File: src/rtl/mas_alu_top.sv
// MAS ALU: request-driven integer unit (add, sub, logical shifts) built from
// a control FSM (mfsm) that gates a registered decode/datapath block (mdec).

`ifndef MAS_BLEN
`define MAS_BLEN 32
`endif

package mas_alu_pkg;
  parameter int MAS_BLEN = `MAS_BLEN;

  typedef enum logic [1:0] {
    MAS_ADD    = 2'd0,
    MAS_SUB    = 2'd1,
    MAS_RSHIFT = 2'd2,
    MAS_LSHIFT = 2'd3
  } type_mas_alu_cmd;

  typedef enum logic [1:0] {
    MAS_ALU_FSM_IDLE  = 2'd0,
    MAS_ALU_FSM_READY = 2'd1,
    MAS_ALU_FSM_OPER  = 2'd2
  } mas_alu_fsm_state_t;
endpackage

// Control FSM: IDLE -> READY -> OPER while the request is held; any drop of
// the request returns to IDLE. Outputs are registered alongside the state.
module mas_alu_fsm
  import mas_alu_pkg::*;
(
  input  logic clk,
  input  logic rst_n,
  input  logic mas_alu_req,
  output logic mas_alu_fsm_ready,
  output logic mas_alu_fsm_oper
);

  mas_alu_fsm_state_t mas_alu_fsm_state;

  // State and registered outputs advance together on each edge.
  // NOTE: sequential state uses non-blocking (<=) so every flop samples the
  // pre-edge values, independent of statement order.
  always_ff @(posedge clk or negedge rst_n) begin
    if (!rst_n) begin
      mas_alu_fsm_state <= MAS_ALU_FSM_IDLE;
      mas_alu_fsm_ready <= 1'b0;
      mas_alu_fsm_oper  <= 1'b0;
    end else begin
      case (mas_alu_fsm_state)
        MAS_ALU_FSM_IDLE: begin
          if (mas_alu_req) begin
            mas_alu_fsm_state <= MAS_ALU_FSM_READY;
            mas_alu_fsm_ready <= 1'b1;
            mas_alu_fsm_oper  <= 1'b0;
          end else begin
            mas_alu_fsm_state <= MAS_ALU_FSM_IDLE;
            mas_alu_fsm_ready <= 1'b0;
            mas_alu_fsm_oper  <= 1'b0;
          end
        end
        MAS_ALU_FSM_READY, MAS_ALU_FSM_OPER: begin
          if (mas_alu_req) begin
            mas_alu_fsm_state <= MAS_ALU_FSM_OPER;
            mas_alu_fsm_ready <= 1'b1;
            mas_alu_fsm_oper  <= 1'b1;
          end else begin
            mas_alu_fsm_state <= MAS_ALU_FSM_IDLE;
            mas_alu_fsm_ready <= 1'b0;
            mas_alu_fsm_oper  <= 1'b0;
          end
        end
        default: begin
          mas_alu_fsm_state <= MAS_ALU_FSM_IDLE;
          mas_alu_fsm_ready <= 1'b0;
          mas_alu_fsm_oper  <= 1'b0;
        end
      endcase
    end
  end

endmodule

// Decode/datapath: samples command and operands on each OPER edge with the
// request still high, registers the result and a one-cycle ready strobe.
module mas_alu_dec
  import mas_alu_pkg::*;
#(
  parameter int BLEN = MAS_BLEN
) (
  input  logic            clk,
  input  logic            rst_n,
  input  logic            mas_alu_req,
  input  logic            mas_alu_fsm_oper,
  input  type_mas_alu_cmd mas_alu_cmd,
  input  logic [BLEN-1:0] mas_alu_op1,
  input  logic [BLEN-1:0] mas_alu_op2,
  output logic [BLEN-1:0] mas_alu_res,
  output logic            mas_alu_ready
);

  localparam int SHW = $clog2(BLEN);

  logic            sample;
  logic            shift_big;
  logic [SHW-1:0]  shamt;
  logic [BLEN-1:0] alu_out;
  logic [BLEN-1:0] res_d, res_q;
  logic            ready_d, ready_q;

  // Any op2 bit above the in-range shift field means the shift clears all bits.
  assign shift_big = |mas_alu_op2[BLEN-1:SHW];
  assign shamt     = mas_alu_op2[SHW-1:0];
  assign sample    = mas_alu_fsm_oper & mas_alu_req;

  // Combinational operation select.
  // NOTE: every always_comb output gets a default first so no path can
  // leave it unassigned and infer a latch.
  always_comb begin
    alu_out = '0;
    case (mas_alu_cmd)
      MAS_ADD:    alu_out = mas_alu_op1 + mas_alu_op2;
      MAS_SUB:    alu_out = mas_alu_op1 - mas_alu_op2;
      MAS_RSHIFT: alu_out = shift_big ? '0 : (mas_alu_op1 >> shamt);
      MAS_LSHIFT: alu_out = shift_big ? '0 : (mas_alu_op1 << shamt);
      default:    alu_out = '0;
    endcase
  end

  // Next-state: capture a new result only on sampling edges, otherwise hold.
  always_comb begin
    res_d   = res_q;
    ready_d = sample;
    if (sample) res_d = alu_out;
  end

  // Result and ready registers.
  always_ff @(posedge clk or negedge rst_n) begin
    if (!rst_n) begin
      res_q   <= '0;
      ready_q <= 1'b0;
    end else begin
      res_q   <= res_d;
      ready_q <= ready_d;
    end
  end

  assign mas_alu_res   = res_q;
  assign mas_alu_ready = ready_q;

endmodule

// Top level: wires the control FSM to the datapath.
module mas_alu_top
  import mas_alu_pkg::*;
(
  input  logic                clk,
  input  logic                rst_n,
  input  logic                mas_alu_req,
  input  type_mas_alu_cmd     mas_alu_cmd,
  input  logic [MAS_BLEN-1:0] mas_alu_op1,
  input  logic [MAS_BLEN-1:0] mas_alu_op2,
  output logic [MAS_BLEN-1:0] mas_alu_res,
  output logic                mas_alu_ready
);

  logic mas_alu_fsm_ready;
  logic mas_alu_fsm_oper;

  mas_alu_fsm mfsm (
    .clk               (clk),
    .rst_n             (rst_n),
    .mas_alu_req       (mas_alu_req),
    .mas_alu_fsm_ready (mas_alu_fsm_ready),
    .mas_alu_fsm_oper  (mas_alu_fsm_oper)
  );

  mas_alu_dec #(.BLEN(MAS_BLEN)) mdec (
    .clk              (clk),
    .rst_n            (rst_n),
    .mas_alu_req      (mas_alu_req),
    .mas_alu_fsm_oper (mas_alu_fsm_oper),
    .mas_alu_cmd      (mas_alu_cmd),
    .mas_alu_op1      (mas_alu_op1),
    .mas_alu_op2      (mas_alu_op2),
    .mas_alu_res      (mas_alu_res),
    .mas_alu_ready    (mas_alu_ready)
  );

endmodule

File: config.mk
export PLATFORM = sky130hd
export DESIGN_NAME = mas_alu_top
export DESIGN_NICKNAME = d
export VERILOG_FILES = /design/src/rtl/mas_alu_top.sv
export SDC_FILE = /design/constraint.sdc
export NUM_CORES = 1
export LEC_CHECK = 0
export ABC_AREA = 0
export CORE_MARGIN = 8
export CORE_UTILIZATION = 45
export CTS_CLUSTER_DIAMETER = 200
export DETAILED_ROUTE_END_ITERATION = 16
export GPL_TIMING_DRIVEN = 0
export PLACE_DENSITY_LB_ADDON = 0.08
export SKIP_CTS_REPAIR_TIMING = 1
export SLEW_MARGIN = 20
export SYNTH_ARGS = -nofsm -noshare
export SYNTH_HDL_FRONTEND = slang
export SYNTH_SLANG_ARGS = --single-unit
File: constraint.sdc
create_clock -name clk -period 2.1 [get_ports clk]
set_input_delay 0.42 -clock clk [delete_from_list [all_inputs] [get_ports clk]]
set_output_delay 0.42 -clock clk [all_outputs]
set_load 0.01 [all_outputs]
; ---- Word-level counts from Yosys, hierarchy flattened
; Index checks and enable logic that the tools add are counted.
[classes]
n_addsub = 2
eq_ne = 5
shifts = 2
muxes = 8
bitwise = 1
reduce_logical = 4
[op_table]
columns = cell, count
row1 = one-hot mux 32 bit (4 select lines), 1
row2 = two-way mux 32 bit, 2
row3 = adder 32 bit, 1
row4 = << shifter 32 x 5 -> 32 bit, 1
row5 = right shift 32 x 5 -> 32 bit, 1
row6 = subtractor 32 bit, 1
row7 = OR reduction 27 bit, 1
row8 = == test 2 bit (second input constant), 3
row9 = == test 2 x 1 -> 1 bit (second input constant), 2
row10 = zero test 2 bit, 2
row11 = one-hot mux 2 bit (2 select lines), 1
row12 = two-way mux 1 bit, 3
row13 = two-way mux 2 bit, 1
row14 = OR reduction 2 bit, 1
row15 = AND 1 bit, 1
[totals]
reg_bits = 36
inputBits = 69
output_inout_bits = 33

; ---- Longest topological paths before layout
; Gate-level depths: netlist of the first run.
[logic_depth]
word_depth = 3
depth_mapped = 23

; ---- Modules after synthesis
; A second synthesis of the first run with hierarchy kept.
[hier_totals]
hier_cells = 931
hier_area_um2 = 6921.6
[by_module_without_submodules]
columns = mod, instances, cells_each, area_per_inst_um2, seq_area_each_um2
row1 = mas_alu_dec, 1, 919, 6754.0, 825.8
row2 = mas_alu_fsm, 1, 12, 167.7, 100.1

; ---- Worst setup path before layout of the first run
; No wires, ideal clock.
[synth_timing]
path_kind = input-to-reg
start = input port mas_alu_op2[0]
end = register mdec.res_q[31] (netlist: mdec.mas_alu_res[31])
arrival_ps = 4537
setup_slack_ps = -2566
path_stages = 23
path_buffers = 5
path_cell_list = buf_2 buf_2 clkbuf_1 inv_1 ha_1 nand2b_1 nor2b_1 and2_1 and3_1 clkbuf_1 a21oi_1 xnor2_1 ha_1 clkbuf_1 a21o_1 a21o_1 a21oi_1 o21bai_1 a21o_1 a221o_1 a31oi_1 xnor2_1 o22ai_1
[synth_via]
elab_chain_len = 3
word_cells_on_any_way = 7
[synth_lines]
columns = element, line_no
row1 = start: declaration, 160  ; input logic [MAS_BLEN-1:0] mas_alu_op2,
row2 = branches (longest 2 deep; another with subtractor 32 bit), n/a
row3 = one-hot mux 32 bit (4 select lines) (*), 119  ; case (mas_alu_cmd)
row4 = end signal: assignment, 141  ; res_q <= res_d;
row5 = end: declaration, 106  ; logic [BLEN-1:0] res_d, res_q;
; Every way passes the cells marked *.
; A chain may end at the register's enable or synchronous reset.

; ---- Final worst setup path of the first run
[layout_timing]
start = input port mas_alu_op2[0]
end = register mdec.res_q[25] (netlist: mdec.mas_alu_res[25])
; The elaborated chain is that of the path after synthesis.

==> results.txt, run 1 <==
* Min Tclk post-route: ~3.9 ns
* Initial antenna violation count: 0
* Global placer's final weighted congestion: between 1 and 1.5
* Worst setup slack after placement: -2.98 ns
* P&R area growth vs syn: 41.1%
- The worst pin sits at a relative slew slack of 30.3%.
- For this configuration, the core starts out at a cell density of roughly 46%.
* Setup Viol. Count Final: 32
* Die outline width: around 140 µm
- In this run, distinct cell masters in the synthesized netlist total 57.
- Summing the areas of all compound-gate instances in the mapped netlist gives around 26% of the synthesized area.
- Worst-case reg-to-reg path depth: 5
- The worst setup path is captured at a flip-flop.
- Port Buffers: 100
- Global router's overall resource usage: between 20% and 30%
* Share of the synthesized netlist area taken by xor and xnor gates: 7.57%
- Share of the yosys chip area belonging to registers: 13.0%
- Maximum fanout count along the critical path: 8
* Fill count: 1330
- Share of power burned in the clock network: between 10% and 20%
- Maximum Capacitance Violations: 0
- In this run the critical register-to-register path is launched from mfsm.mas_alu_fsm_oper.
* Transition time at the pin with the least slew margin: between 1 and 1.5 ns
- Power Internal: between 3 and 4 mW
- Critical Path RT: ~2.3 ns
* Unrepaired setup endpoints after global routing: yes
* Synth warnings: 0
* Via count normalized by instance count: ~6.6
- TritonCTS built the clock tree.
* Number of global-route vias before repair: ~7.7k
- Entering global routing, the biggest net connects 27 pins.
- Across all layers, the routed design uses ~8.1k vias.
- Antenna Violating Nets Remaining: 0
- Run status: finished, violations left
* Logic gate share of total power: between 60% and 70%
- When the netlist entered floorplanning its net count stood at a little under 1k.
- Maximum clock frequency: 255 MHz
- The checks that failed: negative setup slack.
- Final clock period utilization by the worst path: 187%
* Met2 layer usage reported by global route: between 40% and 50%
* GRT Residual Overflow: 0
* WS Path Type: input pin to flip-flop
- In this run, flip-flops and latches consume 20.7% of the power.
- Gate count after technology mapping: 860
- The synthesized netlist devotes between 10% and 20% of its cell area to simple gates.
- Startpoint of the most critical setup path: mas_alu_op2[0]
- Switching fraction of total power: a little over two fifths
* Cell area after synthesis: slightly below 7000 µm²
- The synthesized design spends more area on one cell type than any other, namely sky130_fd_sc_hd__mux4_2.
- Number of enable-type register cells in the synthesized netlist: 0
- Sinks on Clock Net: 36
- Once routing completed, OpenROAD measured the worst setup slack at -1.82 ns.
* Core utilization of the finished layout: between 60 and 70%
- Data arrives at the worst endpoint at 4.08 ns.
- IR analysis of the VDD net gives a maximum drop of around 0.36 mV.
* Static leakage power: 4.11 nW
- For met3 alone, demand over resource in global routing was a little under 7%.
* Length of the first detailed-routing pass in iterations: 5
- The final layout contains routed wiring with a total length of roughly 32 mm.
- Summing the areas of all fa, ha and maj instances in the mapped netlist gives about 6.6% of the synthesized area.
- The analysis attributes to net switching a power of ~2.4 mW.
- Measured along the y axis, the die boundary spans 140 µm.
- Main combinational cell family by area after synthesis: multiplexers
- Setup total negative slack on the finished layout was measured at -48.61 ns.
- After global routing, the most crowded layer is met2.
* Area of the die: ~20000 µm²
- By count the netlist is led by sky130_fd_sc_hd__nand2_1 (88), sky130_fd_sc_hd__nor2_1 (81), sky130_fd_sc_hd__a21oi_1 (70), sky130_fd_sc_hd__o21ai_0 (70), sky130_fd_sc_hd__mux2i_1 (56).
- The share of synthesized area in the top cell type comes to ~15%.
* Global-route wire length before repair: approximately 45 mm
- By instance count, the leading cell after synthesis is sky130_fd_sc_hd__nand2_1.
- After detailed routing, the average wire length per cell comes to 25.6 µm.
- Number of storage elements in the synthesis netlist: 36
- Buffer type at the clock tree root: sky130_fd_sc_hd__clkbuf_16
- Inserted Clock Buffers: 5
- For this design the top-level I/O count stands at 102.
- Kind of start point of the critical path: input pin
* ANT cells: 0
- The path class of the tightest hold or removal check is input pin to asynchronous set/reset pin.
- After clock tree synthesis, the clock-pin slew on the worst setup and hold paths is approximately 0.06 ns.
* Site Rows: 45
- In the synthesized netlist the dominant register cell turns out to be sky130_fd_sc_hd__dfrtp_1.
- The portion of synthesized area spent on multiplexers is 26.1%.
- Fraction of final layout cells with drive strength greater than 1: about 29%
- Fin Hold WS: about 0.011 ns
- In this run the register-to-register setup slack is between 0.4 and 0.5 ns.
* Clk Latency, worst-skew pair: around 0.28 ns
* Number of slew-limit violations in the final report: 0
* Longest Clk Path Bufs: 2
- Ranked by total cell area, the synthesized netlist is headed by sky130_fd_sc_hd__mux4_2 (15%), sky130_fd_sc_hd__dfrtp_1 (13%), sky130_fd_sc_hd__mux2i_1 (8.1%), sky130_fd_sc_hd__ha_1 (6.3%), sky130_fd_sc_hd__a21oi_1 (5.0%).
* Core Area: roughly 15000 µm²
- Sum of net half-perimeters after detailed placement: 24.4 mm
* Number of hold violations in the final report: 0
- Number of H-tree branching levels: 2
- Dividing total power by cell area gives a power density of 584 nW/µm².
- Number of DRC violations after detailed-routing iteration 0: ~770
- Share of async-settable or async-resettable flops after synthesis: 100%
* GRT met1 Usage: 39.8%
- In the routed design, unresolved DRC markers number 0.
- Worst R2R End: mdec.mas_alu_res[28]
- Final Net Count: between 1k and 1.5k
- Synthesized area per cell: 8.07 µm²
- Worst Skew: between 0.002 and 0.0025 ns
==> power by group through the flow <==
stage | sequential (mW) | combinational (mW) | clock [mW]
finish | 1.18 | 3.83 | 0.712
global route | 1.22 | 4.05 | 0.757
CTS | 1.19 | 3.40 | 0.722
detailed placement | 1.19 | 3.38 | 0
global placement | 1.19 | 3.37 | 0
floorplan | 1.30 | 1.80 | 0
==> state kept, by name, indices dropped and copies added (netlist names) <==
signal                  flops
mdec.mas_alu_ready          1
mdec.mas_alu_res           32
mfsm.mas_alu_fsm_oper       1
mfsm.mas_alu_fsm_state      2
==> cells in the final DEF (no fill, tap or decap), types with 9 or more instances in the layout <==
cell                               n
sky130_fd_sc_hd__ha_1             25
sky130_fd_sc_hd__nor2_1           79
sky130_fd_sc_hd__inv_1            14
sky130_fd_sc_hd__clkdlybuf4s50_1  81
sky130_fd_sc_hd__a21o_1           22
sky130_fd_sc_hd__a21oi_1          50
sky130_fd_sc_hd__xnor2_1          32
sky130_fd_sc_hd__o22ai_1          12
sky130_fd_sc_hd__and2_1            9
sky130_fd_sc_hd__buf_6            13
sky130_fd_sc_hd__mux2_2           21
sky130_fd_sc_hd__o21ai_1          20
sky130_fd_sc_hd__clkbuf_1         30
sky130_fd_sc_hd__dfrtp_1          36
sky130_fd_sc_hd__xor2_1           19
sky130_fd_sc_hd__nand2_1          82
sky130_fd_sc_hd__a21oi_2          17
sky130_fd_sc_hd__buf_4            71
sky130_fd_sc_hd__nand3_1           9
sky130_fd_sc_hd__a31oi_1          12
sky130_fd_sc_hd__o21ai_0          50
sky130_fd_sc_hd__mux2i_1          55
sky130_fd_sc_hd__mux4_2           45
sky130_fd_sc_hd__dlymetal6s2s_1   13
sky130_fd_sc_hd__a22oi_1          16
==> critical path: stages <==
cell and delay, ns:
sky130_fd_sc_hd__buf_8 0.10, sky130_fd_sc_hd__buf_12 0.13, sky130_fd_sc_hd__buf_12 0.12, sky130_fd_sc_hd__clkbuf_16 0.17, sky130_fd_sc_hd__clkinv_8 0.06, sky130_fd_sc_hd__ha_4 0.13, sky130_fd_sc_hd__nand2b_4 0.07, sky130_fd_sc_hd__nor2b_4 0.13
sky130_fd_sc_hd__and2_4 0.21, sky130_fd_sc_hd__and3_4 0.20, sky130_fd_sc_hd__buf_6 0.13, sky130_fd_sc_hd__nor2_4 0.04, sky130_fd_sc_hd__xnor2_2 0.14, sky130_fd_sc_hd__ha_2 0.32, sky130_fd_sc_hd__a21o_1 0.19, sky130_fd_sc_hd__o21bai_4 0.17
sky130_fd_sc_hd__or3_4 0.35, sky130_fd_sc_hd__o211ai_1 0.25, sky130_fd_sc_hd__o21bai_1 0.13, sky130_fd_sc_hd__xnor2_1 0.25, sky130_fd_sc_hd__nor3_1 0.09, sky130_fd_sc_hd__a211o_1 0.27
==> stage by stage <==
step	total power, mW	std cells	instance area [µm²]
floorplan	3.10	860	7270
global placement	4.56	1148	8510
detailed placement	4.58	1149	8530
CTS	5.31	1157	8670
global route	6.02	1230	9800
finish	5.72	1230	9800
==> worst max-delay path by stage <==
stage                                       to  slack, ns  cells past startpoint
after floorplan           mdec.mas_alu_res[31]      -1.79                     19
after global placement    mdec.mas_alu_res[25]      -2.98                     20
after detailed placement  mdec.mas_alu_res[25]      -2.98                     20
after CTS                 mdec.mas_alu_res[25]      -2.72                     20
after global routing      mdec.mas_alu_res[25]      -1.95                     19
final                     mdec.mas_alu_res[25]      -1.82                     22
==> area by class of cell <==
class,count,area (µm²),area share (%)
Clock buffer,5,125,1.28
Sequential cell,36,901,9.19
Timing Repair Buffer,178,1660,17.0
Tap cell,188,235,2.40
Multi-Input combinational cell,742,6340,64.7
Buffer,61,429,4.38
Inverter,17,81.3,0.830
Clock inverter,3,18.8,0.192
==> layer usage <==
layer	routed length, µm	vias up
met3	3450	100
met5	0	-
li1	-	3615
met1	12900	3875
met4	1300	0
met2	13900	506
==> kinds of logic after synthesis <==
logic type,after synthesis
adders and majority gates,36
muxes,122
AOI/OAI and AO/OA,278
buffers and inverters,82
DFF,36
and+or+nand+nor,246
xor gates and xnor gates,60
Power figures use the tool's default switching activity.
==> run 2: changes to the inputs <==
CORE_ASPECT_RATIO = 0.7   (was not set)
==> run 2 against run 1 <==
  * First-iteration DRC count up 51%
  * Global-route usage up 1.1 points
  * Clock skew down 0.0010 ns
  * Count of clock-buffer cells in the layout up 2
  * Critical endpoint unchanged
  * Combinational power up 5.5%
  * Sequential power about the same
  * Highest routed layer is now met5
  * Setup slack worse by 0.32 ns
  * Via count up 2.3%
  * The run still ends with negative setup slack left
  * Cell count up 1.6%
  * Die area up 0.32%
  * Critical path depth down 2
  * Utilization up 1.7 points
==> results.txt, run 2 (same netlist as run 1, synthesis figures left out) <==
- Adding up every negative setup slack in the final design gives -45.74 ns.
- Between clock sinks in the finished design, the worst skew comes to 0.00141 ns.
- Global routing used 30.9% of the available tracks.
* Path type of the worst min-delay path: flip-flop to flip-flop
* Longest Clk Path Bufs: 2
- For this configuration, the core starts out at a cell density of between 40% and 50%.
- Vias: 8286
- Area of the die: around 20000 µm²
* Post-layout total power: roughly 6.0 mW
- CTS saw 36 sinks.
- After detailed routing, the number of remaining DRC violations is 0.
- Areal power density over the cells: about 590 nW/µm²
* Final Net Count: 1154
* Worst-case reg-to-reg path depth: 5
- Global placer's final weighted congestion: 1.06
- Unrepaired setup endpoints after global routing: yes
* Clk Latency, worst-skew pair: about 0.28 ns
- Inserted Clock Buffers: 5
- Worst R2R End: mdec.mas_alu_res[28]
* Number of H-tree branching levels: 2
- Vertical die dimension: approximately 120 µm
- After floorplanning, the core was divided into 38 placement rows.
- Worst hold path startpoint: mdec.mas_alu_res[7]
- The root buffer cell chosen for the clock tree is sky130_fd_sc_hd__clkbuf_16.
* Setup slack on the worst flop-to-flop path: between 0.4 and 0.5 ns
- Setup Viol. Count Final: 32
- Compared with the post-synthesis result, the final layout area differs by 46.4%.
- The flow ran to the end, but the final reports show violations.
- At the pin with the least slew margin, the transition time is 0.882 ns.
* Port Buffers: 100
* Critical Path AT: between 4 and 5 ns
- Antenna Violating Nets Remaining: 0
- Pin count of the biggest net entering global routing: 30
* Design area: a little over 10000 µm²
- Length of the first detailed-routing pass in iterations: 5
- Top-level I/O count: around 100
- Based on the critical path, the design can be clocked at up to roughly 240 MHz.
- Initial antenna violation count: 0
- Fraction of final layout cells with drive strength greater than 1: 30.7%
- Commonest non-fill, non-tap cell in the layout: sky130_fd_sc_hd__nand2_1
* Relative slew slack: about two fifths
- Max-cap violations in this run came to 0.
* ANT cells: 0
* Min Tclk post-route: approximately 4.2 ns
* Commonest cells after routing, fill and taps aside: sky130_fd_sc_hd__nand2_1 (84), sky130_fd_sc_hd__clkdlybuf4s50_1 (80), sky130_fd_sc_hd__nor2_1 (79)
- For this design the static power due to leakage is about 4.3 nW.
- Slack of the critical path: -2.14 ns
- Clock-pin slew was measured on the worst setup and hold paths at ~0.050 ns.
* Global-route wire length before repair: ~47 mm
- Core Area: 15300 µm²
- Maximum fanout count along the critical path: 7
- Die outline width: about 160 µm
* Average wire per cell in the routed design: roughly 27 µm
* Endpoint of the worst hold path: mdec.mas_alu_res[7]
- Clock tree from TritonCTS: yes
* Violations in the final reports: negative setup slack
* Final clock period utilization by the worst path: 202%
* Core utilization of the finished layout: 66.4%
* Sum of net half-perimeters after detailed placement: approximately 25 mm
* GRT Residual Overflow: 0
* Start of the worst register-to-register path: mfsm.mas_alu_fsm_oper
- Number of global-route vias before repair: 7624
- The final layout contains routed wiring with a total length of 33.4 mm.
- WS Path Type: input pin to flip-flop
- The first routing iteration left 1165 violations.
- The register with the most flip-flops in the layout has 32 of them.
- Via count normalized by instance count: between 6 and 7
- The worst setup path is launched from an input pin.
* DP Area: between 8000 and 9000 µm²
* Depth of the worst hold-timing path: 2
- Number of slew-limit violations in the final report: 0
- For the worst setup path, the data required time is 2.26 ns.
- Setup crit end kind: flip-flop
* Number of hold violations in the final report: 0
* Maximum resistive drop on vdd: 0.650 mV
- Final hold analysis gives a worst-case slack of 0.486 ns.
==> run 2: worst max-delay path by stage <==
stage                         startpoint              endpoint  slack, ns  cells past startpoint
final                     mas_alu_op2[0]  mdec.mas_alu_res[25]      -2.14                     20
after global routing      mas_alu_op2[0]  mdec.mas_alu_res[25]      -2.12                     20
after CTS                 mas_alu_op2[0]  mdec.mas_alu_res[25]      -2.73                     20
after detailed placement  mas_alu_op2[0]  mdec.mas_alu_res[25]      -3.00                     20
after global placement    mas_alu_op2[0]  mdec.mas_alu_res[25]      -2.98                     20
after floorplan           mas_alu_op2[0]  mdec.mas_alu_res[31]      -1.79                     19
==> run 2: cell type report <==
cell class	instances	area, µm²
Tap cell	200	250
Clock inverter	1	7.51
Fill cell	1271	5140
Clock buffer	7	143
Multi-Input combinational cell	742	6560
Sequential cell	36	901
Timing Repair Buffer	186	1790
Buffer	61	437
Inverter	17	82.6
==> run 2: stage by stage <==
| stage | worst slack, ns | cells |
|---|---|---|
| finish | -2.14 | 1250 |
| detailed placement | -3.00 | 1161 |
| global route | -2.12 | 1250 |
| CTS | -2.73 | 1169 |
| global placement | -2.98 | 1160 |
| floorplan | -1.79 | 860 |
==> run 2: critical path: stages <==
cell                       delay (ns)
sky130_fd_sc_hd__buf_12          0.10
sky130_fd_sc_hd__buf_12          0.14
sky130_fd_sc_hd__buf_12          0.14
sky130_fd_sc_hd__buf_12          0.14
sky130_fd_sc_hd__nor3_4          0.21
sky130_fd_sc_hd__and3_4          0.23
sky130_fd_sc_hd__buf_8           0.12
sky130_fd_sc_hd__nand2_4         0.06
sky130_fd_sc_hd__o31ai_4         0.23
sky130_fd_sc_hd__xor2_1          0.21
sky130_fd_sc_hd__ha_1            0.30
sky130_fd_sc_hd__a21o_1          0.20
sky130_fd_sc_hd__a21o_1          0.20
sky130_fd_sc_hd__o21bai_4        0.17
sky130_fd_sc_hd__or3_4           0.41
sky130_fd_sc_hd__o211ai_1        0.32
sky130_fd_sc_hd__o21bai_1        0.19
sky130_fd_sc_hd__xnor2_2         0.24
sky130_fd_sc_hd__nor3_2          0.07
sky130_fd_sc_hd__a211o_1         0.28
==> run 2: routing by layer <==
metal | global-route usage, % | part of all wire [%] | wire length, µm
met1 | 46.5 | 43 | 14500
met2 | 41.7 | 41 | 13700
met3 | 10.3 | 14 | 4520
met4 | 5.89 | 1.8 | 597
met5 | 0 | 0.33 | 110
==> run 2: power by group <==
| group | switching (mW) | internal, mW |
|---|---|---|
| Combinational | 2.10 | 1.94 |
| Clock | 0.268 | 0.472 |
| Sequential | 0.185 | 1.00 |
| Total | 2.56 | 3.41 |
==> run 3: changes to the inputs <==
CORE_MARGIN = 3   (was 8)
==> run 3 against run 2 <==
  * The flow still finishes with violations (negative setup slack)
  * Fmax is 3.9% higher
  * Global-route usage is 4.1 points higher
  * First-iteration DRC count is 21% lower
  * Utilization is 1.1 points higher
  * Clock skew is 0.0012 ns higher
  * Largest cell class unchanged
  * Die area is 14% lower
  * Critical endpoint is now mdec.mas_alu_res[29]
==> results.txt, run 3 (same netlist as run 1, synthesis figures left out) <==
* Run status: finished, violations left
* Violations in the final reports: negative setup slack
* Maximum Capacitance Violations: 0
- In this run the core area contains 37 standard-cell rows.
* Port Buffers: 100
* Static leakage power: between 4 and 5 nW
* Critical Path RT: between 2 and 2.5 ns
* DR DRC count: 0
* Global placer's final weighted congestion: 1.07
* Number of H-tree branching levels: 2
- Number of DRC violations after detailed-routing iteration 0: approximately 920
- Number of global-route vias before repair: around 7.4k
- Slack of the critical path: -1.98 ns
- Final Routed Wirelength: roughly 32 mm
- The finished cells cover 10100 µm².
- WS Path Type: input pin to flip-flop
* Buffer type at the clock tree root: sky130_fd_sc_hd__clkbuf_16
- The max-slew violation count is 0.
- Sum of net half-perimeters after detailed placement: between 20 and 25 mm
- Average wire per cell in the routed design: between 20 and 30 µm
- Antenna Violating Nets Remaining: 0
* Commonest cells after routing, fill and taps aside: sky130_fd_sc_hd__nand2_1 (83), sky130_fd_sc_hd__clkdlybuf4s50_1 (82), sky130_fd_sc_hd__nor2_1 (80)
- Min Tclk post-route: between 4 and 5 ns
- Top-level I/O count: between 100 and 150
- The repair_antennas step left the layout with diodes totalling 0.
- Clock-pin slew was measured on the worst setup and hold paths at ~0.06 ns.
- From left edge to right edge, the die measures between 150 and 200 µm.
- Entering global routing, the biggest net connects 26 pins.
- Derived from the worst setup path, the maximum achievable clock frequency is between 200 and 250 MHz.
* Relative slew slack: between 30 and 40%
* Worst Skew: about 0.0026 ns
- Dividing the detail-routed via count by the number of cells gives around 6.6.
- GRT Residual Overflow: 0
- Final clock period utilization by the worst path: 194%
* Areal power density over the cells: between 600 and 700 nW/µm²
- Path type of the worst min-delay path: input pin to asynchronous set/reset pin
- VDD sags by at most ~0.42 mV.
* Global-route wire length before repair: approximately 45 mm
- Commonest non-fill, non-tap cell in the layout: sky130_fd_sc_hd__nand2_1
- Initial Util: a little under half
- Fraction of final layout cells with drive strength greater than 1: a little under a third
- Clk Latency, worst-skew pair: roughly 0.28 ns
- For the pin with the worst max-slew slack, the measured transition is about 0.91 ns.
* Maximum fanout count along the critical path: 8
- The tree built by TritonCTS fans out to 36 sinks.
* Core Area: 14900 µm²
* Setup crit end kind: flip-flop
* Number of hold violations in the final report: 0
* Vertical die dimension: around 110 µm
* Setup Viol. Count Final: 32
* Final Net Count: ~1.2k
* Vias: a little over 8k
- TritonCTS built the clock tree.
- Longest Clk Path Bufs: 2
- Global routing used between 30% and 40% of the available tracks across all layers.
* Inserted Clock Buffers: 5
- Unrepaired setup endpoints after global routing: yes
- Initial antenna violation count: 0
- The floorplan step defined a die boundary enclosing approximately 17000 µm².
- Length of the first detailed-routing pass in iterations: 6
- Cells fill about 67% of the core in the end.
- P&R area growth vs syn: 44.8%
- At the worst endpoint, the arrival time is about 4.2 ns.
- STA classifies the critical path startpoint as an input pin.
- After detailed placement, the total cell area comes to ~8500 µm².
* Largest register FFs: 32
run 3: per-stage QoR:
stage | worst slack [ns] | instances | setup TNS [ns] | power [mW] | hold slack [ns]
3_5_place_dp | -3.03 | 1156 | -75.24 | 4.56 | 0.320
3_3_place_gp | -3.04 | 1155 | -80.60 | 4.55 | 0.473
6_report | -1.98 | 1241 | -45.18 | 6.05 | 0.0170
5_1_grt | -2.06 | 1241 | -48.29 | 6.36 | 0.0238
2_1_floorplan | -1.79 | 860 | -38.55 | 3.10 | 0.124
4_1_cts | -2.78 | 1164 | -66.57 | 5.48 | 0.0215
run 3: area by class of cell:
cell class | count | area (µm²)
buffer | 59 | 423
clock buffer | 7 | 153
clock inverter | 1 | 30.0
fill | 1226 | 4850
inverter | 17 | 82.6
multi-input combinational | 742 | 6490
sequential | 36 | 901
tap | 195 | 244
timing repair buffer | 184 | 1730
run 3: worst paths after layout:
check                                      startpoint                        end  slack [ns]  cells past startpoint
worst max-delay path                   mas_alu_op2[0]       mdec.mas_alu_res[29]       -1.98                     20
max in group asynchronous                       rst_n       mdec.mas_alu_res[19]        1.66                      2
worst min-delay path                            rst_n  mfsm.mas_alu_fsm_state[0]        0.02                      1
worst min register to register   mdec.mas_alu_res[11]       mdec.mas_alu_res[11]        0.48                      2
worst max register to register  mfsm.mas_alu_fsm_oper       mdec.mas_alu_res[28]        0.46                      5
min in group clk                 mdec.mas_alu_res[11]       mdec.mas_alu_res[11]        0.48                      2
run 3: routing by layer:
layer	vias up	track usage [%]	wire length, µm
met3	58	13.4	4850
li1	3633	-	-
met2	619	48.9	13000
met4	2	4.22	430
met5	-	3.87	59
met1	3920	51.9	13900
run 3: critical path: stages:
cell	delay (ns)
sky130_fd_sc_hd__buf_8	0.10
sky130_fd_sc_hd__buf_12	0.14
sky130_fd_sc_hd__buf_12	0.15
sky130_fd_sc_hd__buf_12	0.14
sky130_fd_sc_hd__nor3_4	0.25
sky130_fd_sc_hd__and3_4	0.31
sky130_fd_sc_hd__nand2_4	0.07
sky130_fd_sc_hd__o31ai_4	0.22
sky130_fd_sc_hd__xor2_1	0.21
sky130_fd_sc_hd__ha_1	0.31
sky130_fd_sc_hd__a21o_1	0.20
sky130_fd_sc_hd__a21o_1	0.20
sky130_fd_sc_hd__o21bai_4	0.17
sky130_fd_sc_hd__or3_4	0.33
sky130_fd_sc_hd__buf_4	0.15
sky130_fd_sc_hd__o21ai_4	0.17
sky130_fd_sc_hd__o31ai_4	0.07
sky130_fd_sc_hd__a31oi_1	0.22
sky130_fd_sc_hd__xor2_1	0.24
sky130_fd_sc_hd__o221ai_1	0.13
run 3: power by group:
group          internal [mW]  leakage [nW]  total, mW  switching, mW
clock                  0.625        0.0901      0.907          0.282
combinational           1.92          3.65       3.96           2.04
sequential              1.00         0.461       1.18          0.184
